File: src/rtl/rr_arbiter4_if.sv
// rr_arbiter4_if: request/grant bundle between four clients and the round-robin arbiter
interface rr_arbiter4_if;
  logic [3:0] req;
  logic [3:0] gnt;
  logic [1:0] gnt_idx;
  logic       gnt_valid;
  logic       preempt;
  modport master (output req, input gnt, gnt_idx, gnt_valid, preempt);
  modport slave  (input req, output gnt, gnt_idx, gnt_valid, preempt);
endinterface

File: src/rtl/rr_arbiter4.sv
// rr_arbiter4: four-way round-robin arbiter with registered one-hot/binary grant and bounded-hold preemption
module rr_arbiter4 #(
  parameter int MAX_HOLD = 8
) (
  input logic         clk,
  input logic         rst,
  rr_arbiter4_if.slave bus
);
  typedef enum logic {IDLE, GRANT} state_t;
  localparam logic [7:0] MH = 8'(MAX_HOLD);
  state_t     state, state_n;
  logic [1:0] ptr, ptr_n, win, idx_n;
  logic [7:0] hold, hold_n;
  logic [3:0] mask, gnt_n;
  logic       found, own_req, take, valid_n, pre_n;
  always_comb begin
    mask = state == IDLE ? bus.req : bus.req & ~bus.gnt;
    found = |mask;
    win = ptr;
    for (int k = 4; k >= 1; k--)
      if (mask[ptr + 2'(k)]) win = ptr + 2'(k);
    own_req = state == GRANT && bus.req[bus.gnt_idx];
    take = found && (!own_req || hold == MH);
    state_n = take || own_req ? GRANT : IDLE;
    ptr_n = take ? win : ptr;
    hold_n = take ? 8'd1 : own_req ? (hold == MH ? hold : hold + 8'd1) : 8'd0;
    gnt_n = take ? 4'b0001 << win : own_req ? bus.gnt : 4'b0000;
    idx_n = take ? win : own_req ? bus.gnt_idx : 2'd0;
    valid_n = take || own_req;
    pre_n = take && own_req;
  end
  always_ff @(posedge clk) begin
    if (rst) begin
      state <= IDLE;
      ptr <= 2'd3;
      hold <= 8'd0;
      bus.gnt <= 4'b0000;
      bus.gnt_idx <= 2'd0;
      bus.gnt_valid <= 1'b0;
      bus.preempt <= 1'b0;
    end else begin
      state <= state_n;
      ptr <= ptr_n;
      hold <= hold_n;
      bus.gnt <= gnt_n;
      bus.gnt_idx <= idx_n;
      bus.gnt_valid <= valid_n;
      bus.preempt <= pre_n;
    end
  end
endmodule
File: src/flat_wrapper.sv
// flat-port wrapper written by rule: the top's interface ports become plain ports
module rr_arbiter4_flat 
#(
  parameter int MAX_HOLD = 8
)
  (clk, rst, bus_req, bus_gnt, bus_gnt_idx, bus_gnt_valid, bus_preempt);
  rr_arbiter4_if bus_i ();
  input logic clk;
  input logic rst;
  input wire logic [$bits(bus_i.req)-1:0] bus_req;
  output wire logic [$bits(bus_i.gnt)-1:0] bus_gnt;
  output wire logic [$bits(bus_i.gnt_idx)-1:0] bus_gnt_idx;
  output wire logic [$bits(bus_i.gnt_valid)-1:0] bus_gnt_valid;
  output wire logic [$bits(bus_i.preempt)-1:0] bus_preempt;
  assign bus_i.req = bus_req;
  assign bus_gnt = bus_i.gnt;
  assign bus_gnt_idx = bus_i.gnt_idx;
  assign bus_gnt_valid = bus_i.gnt_valid;
  assign bus_preempt = bus_i.preempt;
  rr_arbiter4 #(.MAX_HOLD(MAX_HOLD)) u_core (.clk(clk), .rst(rst), .bus(bus_i));
endmodule
File: config.mk
export PLATFORM = sky130hd
export DESIGN_NAME = rr_arbiter4_flat
export DESIGN_NICKNAME = d
export VERILOG_FILES = /design/src/rtl/rr_arbiter4_if.sv /design/src/rtl/rr_arbiter4.sv /design/src/flat_wrapper.sv
export SDC_FILE = /design/constraint.sdc
export NUM_CORES = 1
export LEC_CHECK = 0
export CORE_MARGIN = 2
export CORE_UTILIZATION = 37
export CTS_CLUSTER_DIAMETER = 80
export CTS_CLUSTER_SIZE = 12
export DETAILED_ROUTE_END_ITERATION = 8
export PLACE_DENSITY = 0.68
export SLEW_MARGIN = 20
export SYNTH_ARGS = -nofsm -noshare
export SYNTH_HDL_FRONTEND = slang
export SYNTH_SLANG_ARGS = --single-unit
File: constraint.sdc
create_clock -name clk -period 1.7 [get_ports clk]
set_input_delay 0.34 -clock clk [delete_from_list [all_inputs] [get_ports clk]]
set_output_delay 0.34 -clock clk [all_outputs]
set_load 0.02 [all_outputs]
==> results of run 1 <==
-- power breakdown --
part	switching (W)	internal [W]	total, W
clock	0.000119	0.0000822	0.000201
combinational	0.000205	0.000234	0.000439
sequential	0.0000500	0.000466	0.000516
total	0.000373	0.000782	0.00116
-- layer usage --
| metal | up-vias | track usage | routed length, um |
|---|---|---|---|
| li1 | 408 | - | - |
| met1 | 403 | 0.1767 | 871 |
| met2 | 12 | 0.3075 | 1132 |
| met3 | 2 | 0.03226 | 84 |
| met4 | 0 | 0.04878 | 9 |
| met5 | - | 0 | 0 |
-- synth_stat cells, drive strengths merged --
| library cell | instances | area, um2 |
|---|---|---|
| o21bai | 2 | 15.01 |
| nand2 | 4 | 15.01 |
| o21a | 1 | 7.510 |
| a32oi | 1 | 8.760 |
| and2b | 2 | 15.01 |
| a21bo | 2 | 20.02 |
| o22ai | 2 | 26.28 |
| buf | 2 | 16.26 |
| nor2 | 14 | 55.06 |
| o2bb2ai | 1 | 27.53 |
| xnor2 | 3 | 26.28 |
| and3 | 2 | 12.51 |
| nand2b | 4 | 25.02 |
| nor2b | 3 | 28.78 |
| a211o | 1 | 8.760 |
| mux2i | 2 | 20.02 |
| o211ai | 1 | 7.510 |
| a2bb2oi | 1 | 8.760 |
| ha | 2 | 25.02 |
| a32o | 4 | 40.04 |
| xor2 | 4 | 35.03 |
| or3b | 1 | 8.760 |
| or2b | 1 | 7.510 |
| nor4b | 1 | 15.01 |
| nor3 | 2 | 15.01 |
| a22oi | 1 | 7.510 |
| inv | 3 | 11.26 |
| dfxtp | 18 | 360.4 |
| a21oi | 3 | 15.01 |
| nand3 | 7 | 40.04 |
| a21boi | 2 | 15.01 |
| mux2 | 1 | 11.26 |
| or2 | 1 | 8.760 |
-- how the worst min path moves through the flow --
stage                                           start                          end  cells past startpoint
after floorplan           u_core.hold[7]$_SDFFE_PP0P_  u_core.hold[7]$_SDFFE_PP0P_                      2
final                     u_core.hold[7]$_SDFFE_PP0P_  u_core.hold[7]$_SDFFE_PP0P_                      2
after CTS                 u_core.hold[7]$_SDFFE_PP0P_  u_core.hold[7]$_SDFFE_PP0P_                      2
after global placement    u_core.hold[7]$_SDFFE_PP0P_  u_core.hold[7]$_SDFFE_PP0P_                      2
after detailed placement  u_core.hold[7]$_SDFFE_PP0P_  u_core.hold[7]$_SDFFE_PP0P_                      2
after global routing      u_core.hold[7]$_SDFFE_PP0P_  u_core.hold[7]$_SDFFE_PP0P_                      2
-- cell families after synthesis --
family	Yosys count	share of synthesized area
simple gates	42	0.2568
flops	18	0.3755
xor+xnor	7	0.06389
compound gates	22	0.2164
buf+inv	5	0.02868
fa+ha+maj	2	0.02607
mux	3	0.03259
-- sequential cells by signal, summed over array words and instances (netlist names) --
signal              count
u_core.state            1
u_core.ptr              2
u_core.bus.preempt      1
u_core.bus.gnt          4
u_core.bus.gnt_idx      2
u_core.hold             8
-- layout make-up --
cell class	instances	area, um2	area share
inverters	3	11.26	0.008858
repair buffers	23	211.5	0.1663
multi-input cells	77	625.6	0.4921
clock buffers	3	22.52	0.01772
flip-flops and latches	18	362.8	0.2854
well taps	30	37.54	0.02953
-- critical path: cells and delay by family --
family	cells	cell delay (ns)
simple gates	1	0.13
mux	1	0.30
buf+inv	1	0.50
compound gates	3	0.55
-- through the flow --
step | worst slack (ns) | utilization | area [um2] | std cells | hold WS [ns]
6_report | 0.05480 | 0.5131 | 1271 | 154 | 0.5385
2_1_floorplan | 0.09204 | - | 959.7 | 99 | 0.4801
5_1_grt | 0.002497 | 0.5131 | 1271 | 154 | 0.5741
4_1_cts | 0.002667 | 0.4965 | 1230 | 154 | 0.5401
3_5_place_dp | -0.3755 | 0.4727 | 1171 | 148 | 0.5115
3_3_place_gp | -0.3544 | 0.4727 | 1171 | 148 | 0.4936
-- repair_timing --
action | CTS | global route
cloned | 1 | 0
gates resized for setup | 6 | 12
hold buffers | 0 | 0
setup endpoints to repair | 10 | 19
endpoints found under the hold margin | 0 | 0
pin swaps | 1 | 3
setup buffers | 2 | 0
==> results.py, run 1 <==
metrics = {
    "floorplanning": {
        "num_rows": 18,
        "start_util": 0.3874,
        "core_um2": 2477,
        "dieArea_um2": 3017,
        "ios": 14,
        "die_h_um": 54.93,
        "die_x_um": 54.93,
    },
    "critical_path": {
        "critPathSlowestCell": "clkdlybuf4s50_1",
        "cp.required_ns": 1.88,
        "cp_slowest_stage_delay_ns": 0.50,
        "worst_r2r_endpoint": "u_core.ptr[0]$_SDFFE_PP1P_",
        "crit_chain": "clkdlybuf4s50_1 > a21boi_4 > o22ai_1 > mux2_2 > nor2b_4 > a32o_1",
        "timing.rr.start": "u_core.state$_SDFF_PP0_",
        "arrival_ns": 1.82,
        "end_kind": "flop",
        "r2r_cells": 6,
        "startpoint_type": "input pin",
        "regToRegSetupSlack_ns": 0.14,
        "crit_fanout": 5,
        "startpoint": "bus_req[1]",
        "path_class": "input pin to flop",
        "endpoint": "u_core.bus.gnt[2]$_SDFFE_PP0P_",
    },
    "timing": {
        "fmax_ghz": 0.6078,
        "final-hold-violation-count": 0,
        "setup_viol": 0,
        "final_max_slew_viol_count": 0,
        "min_period_ns": 1.645,
        "relSlewSlack": 0.8132,
        "skew_ns": 0.006720,
        "rsz0062_at_grt": "false",
        "fin_crit_sh": 0.9678,
        "tightest_slew_ns": 0.2748,
        "tns_ns": 0,
    },
    "grt": {
        "grt_pass1_vias": 810,
        "antenna_found_initial": 0,
        "grt_use_total": 0.1610,
        "grt-ovfl-total": 0,
        "grt_pass1_wl_mm": 3.470,
        "grt_max_degree": 10,
    },
    "clock_network": {
        "cts_buffers": 3,
        "htree_levels": 1,
        "clkTransAtPathRegs_ns": 0.10,
        "root_buffer": "clkbuf_4",
        "cts_tree": "done",
        "clock_latency_ns": 0.28,
        "clock_path_buffers": 2,
        "numClockSinks": 18,
    },
    "logic_synthesis": {
        "synth_area_um2": 959.7,
        "ys_warn_count": 0,
        "ys_ff_latch": 18,
        "syn_area_per_cell_um2": 9.694,
        "synthCells": 99,
        "ys_seq_area_frac": 0.3755,
        "postSynthNetCount": 107,
        "synth_cell_type_count": 41,
    },
    "final_layout": {
        "final_common_cell": "dfxtp_1",
        "nFillCells": 241,
        "drive_above_1_share": 0.2661,
        "mostFrequentLayoutCells": "16 x dfxtp_1, 13 x nor2_1, 10 x buf_4, 6 x clkdlybuf4s50_1, 5 x nand3_1",
        "antennaDiodeCount": 0,
        "final_nets": 134,
        "area_growth_pct": 32.46,
    },
    "run_status": {
        "status": "completed",
    },
    "routing": {
        "drt-initial-drc-count": 12,
        "drc": 0,
        "wirelength_mm": 2.097,
        "wire_per_inst_um": 13.62,
        "ant_nets": 0,
        "drt-vias-per-instance": 5.357,
        "first_pass_iters": 4,
        "vias": 825,
    },
    "power_and_ir_drop": {
        "p_leak_nw": 0.5539,
        "power_w": 0.001156,
        "ir_drop_v": 0.0006026,
        "p_per_area_nw_per_um2": 909.2,
    },
    "placement": {
        "globalplace.congestion": 0.7197,
        "portBuffers": 13,
        "dp.final_hpwl_mm": 1.560,
    },
    "worst_hold_path": {
        "hold_class": "flop to flop",
    },
    "run": {
        "max-cap-violations": 0,
    },
}
No activity file was read; power rests on OpenSTA's default activity.
==> inputs of run 2 (changes only) <==
Settings changed: REMOVE_ABC_BUFFERS from default to 1, SKIP_CTS_REPAIR_TIMING from default to 1.
==> results.py, run 2 (synthesis gave the netlist of run 1 again) <==
metrics = {
    "floorplanning": {
        "num_rows": 18,
        "die_h_um": 54.93,
        "die_x_um": 54.93,
        "core_um2": 2477,
        "start_util": 0.3874,
        "dieArea_um2": 3017,
        "ios": 14,
    },
    "clock_network": {
        "clock_path_buffers": 2,
        "cts_tree": "done",
        "numClockSinks": 18,
        "cts_buffers": 3,
        "clkTransAtPathRegs_ns": 0.10,
        "htree_levels": 1,
        "root_buffer": "clkbuf_4",
        "clock_latency_ns": 0.29,
    },
    "routing": {
        "ant_nets": 0,
        "wire_per_inst_um": 13.21,
        "first_pass_iters": 4,
        "wirelength_mm": 2.180,
        "drt-initial-drc-count": 24,
        "drt-vias-per-instance": 5.176,
        "vias": 854,
        "drc": 0,
    },
    "placement": {
        "placed_area_um2": 1231,
        "dp.final_hpwl_mm": 1.550,
        "dp_slack_ns": -0.3567,
        "globalplace.congestion": 0.7644,
        "portBuffers": 13,
    },
    "final_layout": {
        "stdcell_area_um2": 1374,
        "area_growth_pct": 43.16,
        "final_nets": 144,
        "reg_top3": "u_core.hold (8), u_core.bus.gnt (4)",
        "drive_above_1_share": 0.3185,
        "final_common_cell": "buf_4",
        "nFillCells": 226,
        "multi_input_area_um2": 616.8,
        "register_area_um2": 366.6,
        "mostFrequentLayoutCells": "18 x buf_4, 15 x dfxtp_1, 13 x nor2_1, 7 x dlymetal6s2s_1",
        "top_register": "u_core.hold",
        "largest_reg_flops": 8,
        "antennaDiodeCount": 0,
        "final_core_util": 0.5545,
    },
    "critical_path": {
        "regToRegSetupSlack_ns": 0.03,
        "path_class": "flop to flop",
        "cp.required_ns": 1.88,
        "startpoint_type": "flop",
        "arrival_ns": 1.85,
        "crit_fanout": 4,
        "end_kind": "flop",
    },
    "run": {
        "max-cap-violations": 0,
    },
    "power_and_ir_drop": {
        "p_leak_nw": 0.6298,
        "p_int_w": 0.0008715,
        "seqPwrFrac": 0.404,
        "p_comb_frac": 0.394,
        "netSwitchingFraction": 0.3107,
        "ir_drop_v": 0.0005966,
        "p_clk_frac": 0.202,
        "p_per_area_nw_per_um2": 920.3,
        "switchingPower_w": 0.0003928,
    },
    "timing": {
        "final-hold-violation-count": 0,
        "min_period_ns": 1.670,
        "skew_ns": 0.003867,
        "rsz0062_at_grt": "true",
        "final_max_slew_viol_count": 0,
        "relSlewSlack": 0.7884,
        "fmax_ghz": 0.5988,
        "tightest_slew_ns": 0.3161,
        "worst_slack_ns": 0.03012,
        "fin_crit_sh": 0.9823,
        "setup_viol": 0,
    },
    "worst_hold_path": {
        "hold_class": "flop to flop",
    },
    "grt": {
        "grt_pass1_wl_mm": 3.243,
        "antenna_found_initial": 0,
        "grt_max_degree": 12,
        "grt_use_total": 0.1491,
        "grt_pass1_vias": 790,
        "grt-ovfl-total": 0,
    },
    "run_status": {
        "status": "completed",
    },
}
run 2: changes by cell type in the layout (fill, tap and decap cells not counted), sizes merged:
cell and delta:
dlymetal6s2s +3, buf +10, clkbuf +1, dlygate4sd2 -3
run 2: worst max-delay path: stages (launching register included):
cell,delay (ns)
dfxtp_4,0.38
buf_6,0.12
a21bo_1,0.18
or3b_1,0.38
o211ai_1,0.16
nor2_1,0.12
a32o_1,0.23
run 2: power groups by stage:
stage / Combinational (W) / Clock [W] / Sequential [W]
finish: 0.000498 / 0.000255 / 0.000511
global placement: 0.000436 / 0 / 0.000516
floorplan: 0.000221 / 0 / 0.000545
global route: 0.000537 / 0.000288 / 0.000517
CTS: 0.000444 / 0.000267 / 0.000508
detailed placement: 0.000442 / 0 / 0.000518
run 2: final cells by class:
type | instances | share of cell area
Clock buffer | 4 | 0.02641
Inverter | 3 | 0.008197
Multi-Input combinational cell | 77 | 0.4490
Sequential cell | 18 | 0.2668
Tap cell | 30 | 0.02732
Timing Repair Buffer | 33 | 0.2222
run 2: metal layers:
metal | share of wire | vias to the layer above | GRT usage | routed length, um
li1 | - | 430 | - | -
met1 | 0.46 | 407 | 0.1747 | 996
met2 | 0.50 | 13 | 0.2679 | 1089
met3 | 0.033 | 4 | 0.02419 | 71
met4 | 0.011 | 0 | 0.06098 | 23
met5 | 0 | - | 0 | 0
run 2: path summary, 6_finish.rpt:
kind,startpoint,to,cells past startpoint
max reg2reg,u_core.state$_SDFF_PP0_,u_core.bus.gnt[0]$_SDFFE_PP0P_,6
min reg2reg,u_core.hold[7]$_SDFFE_PP0P_,u_core.hold[7]$_SDFFE_PP0P_,2
max,u_core.state$_SDFF_PP0_,u_core.bus.gnt[0]$_SDFFE_PP0P_,6
min,u_core.hold[7]$_SDFFE_PP0P_,u_core.hold[7]$_SDFFE_PP0P_,2
run 2: stage by stage:
step	TNS [ns]	power [W]	hold WS (ns)	cells
4_1_cts	-0.4791	0.001219	0.5351	160
3_5_place_dp	-4.864	0.0009603	0.5076	156
3_3_place_gp	-4.420	0.0009523	0.5035	156
5_1_grt	-0.01749	0.001342	0.6050	165
2_1_floorplan	0	0.0007658	0.4091	97
6_report	0	0.001264	0.5382	165
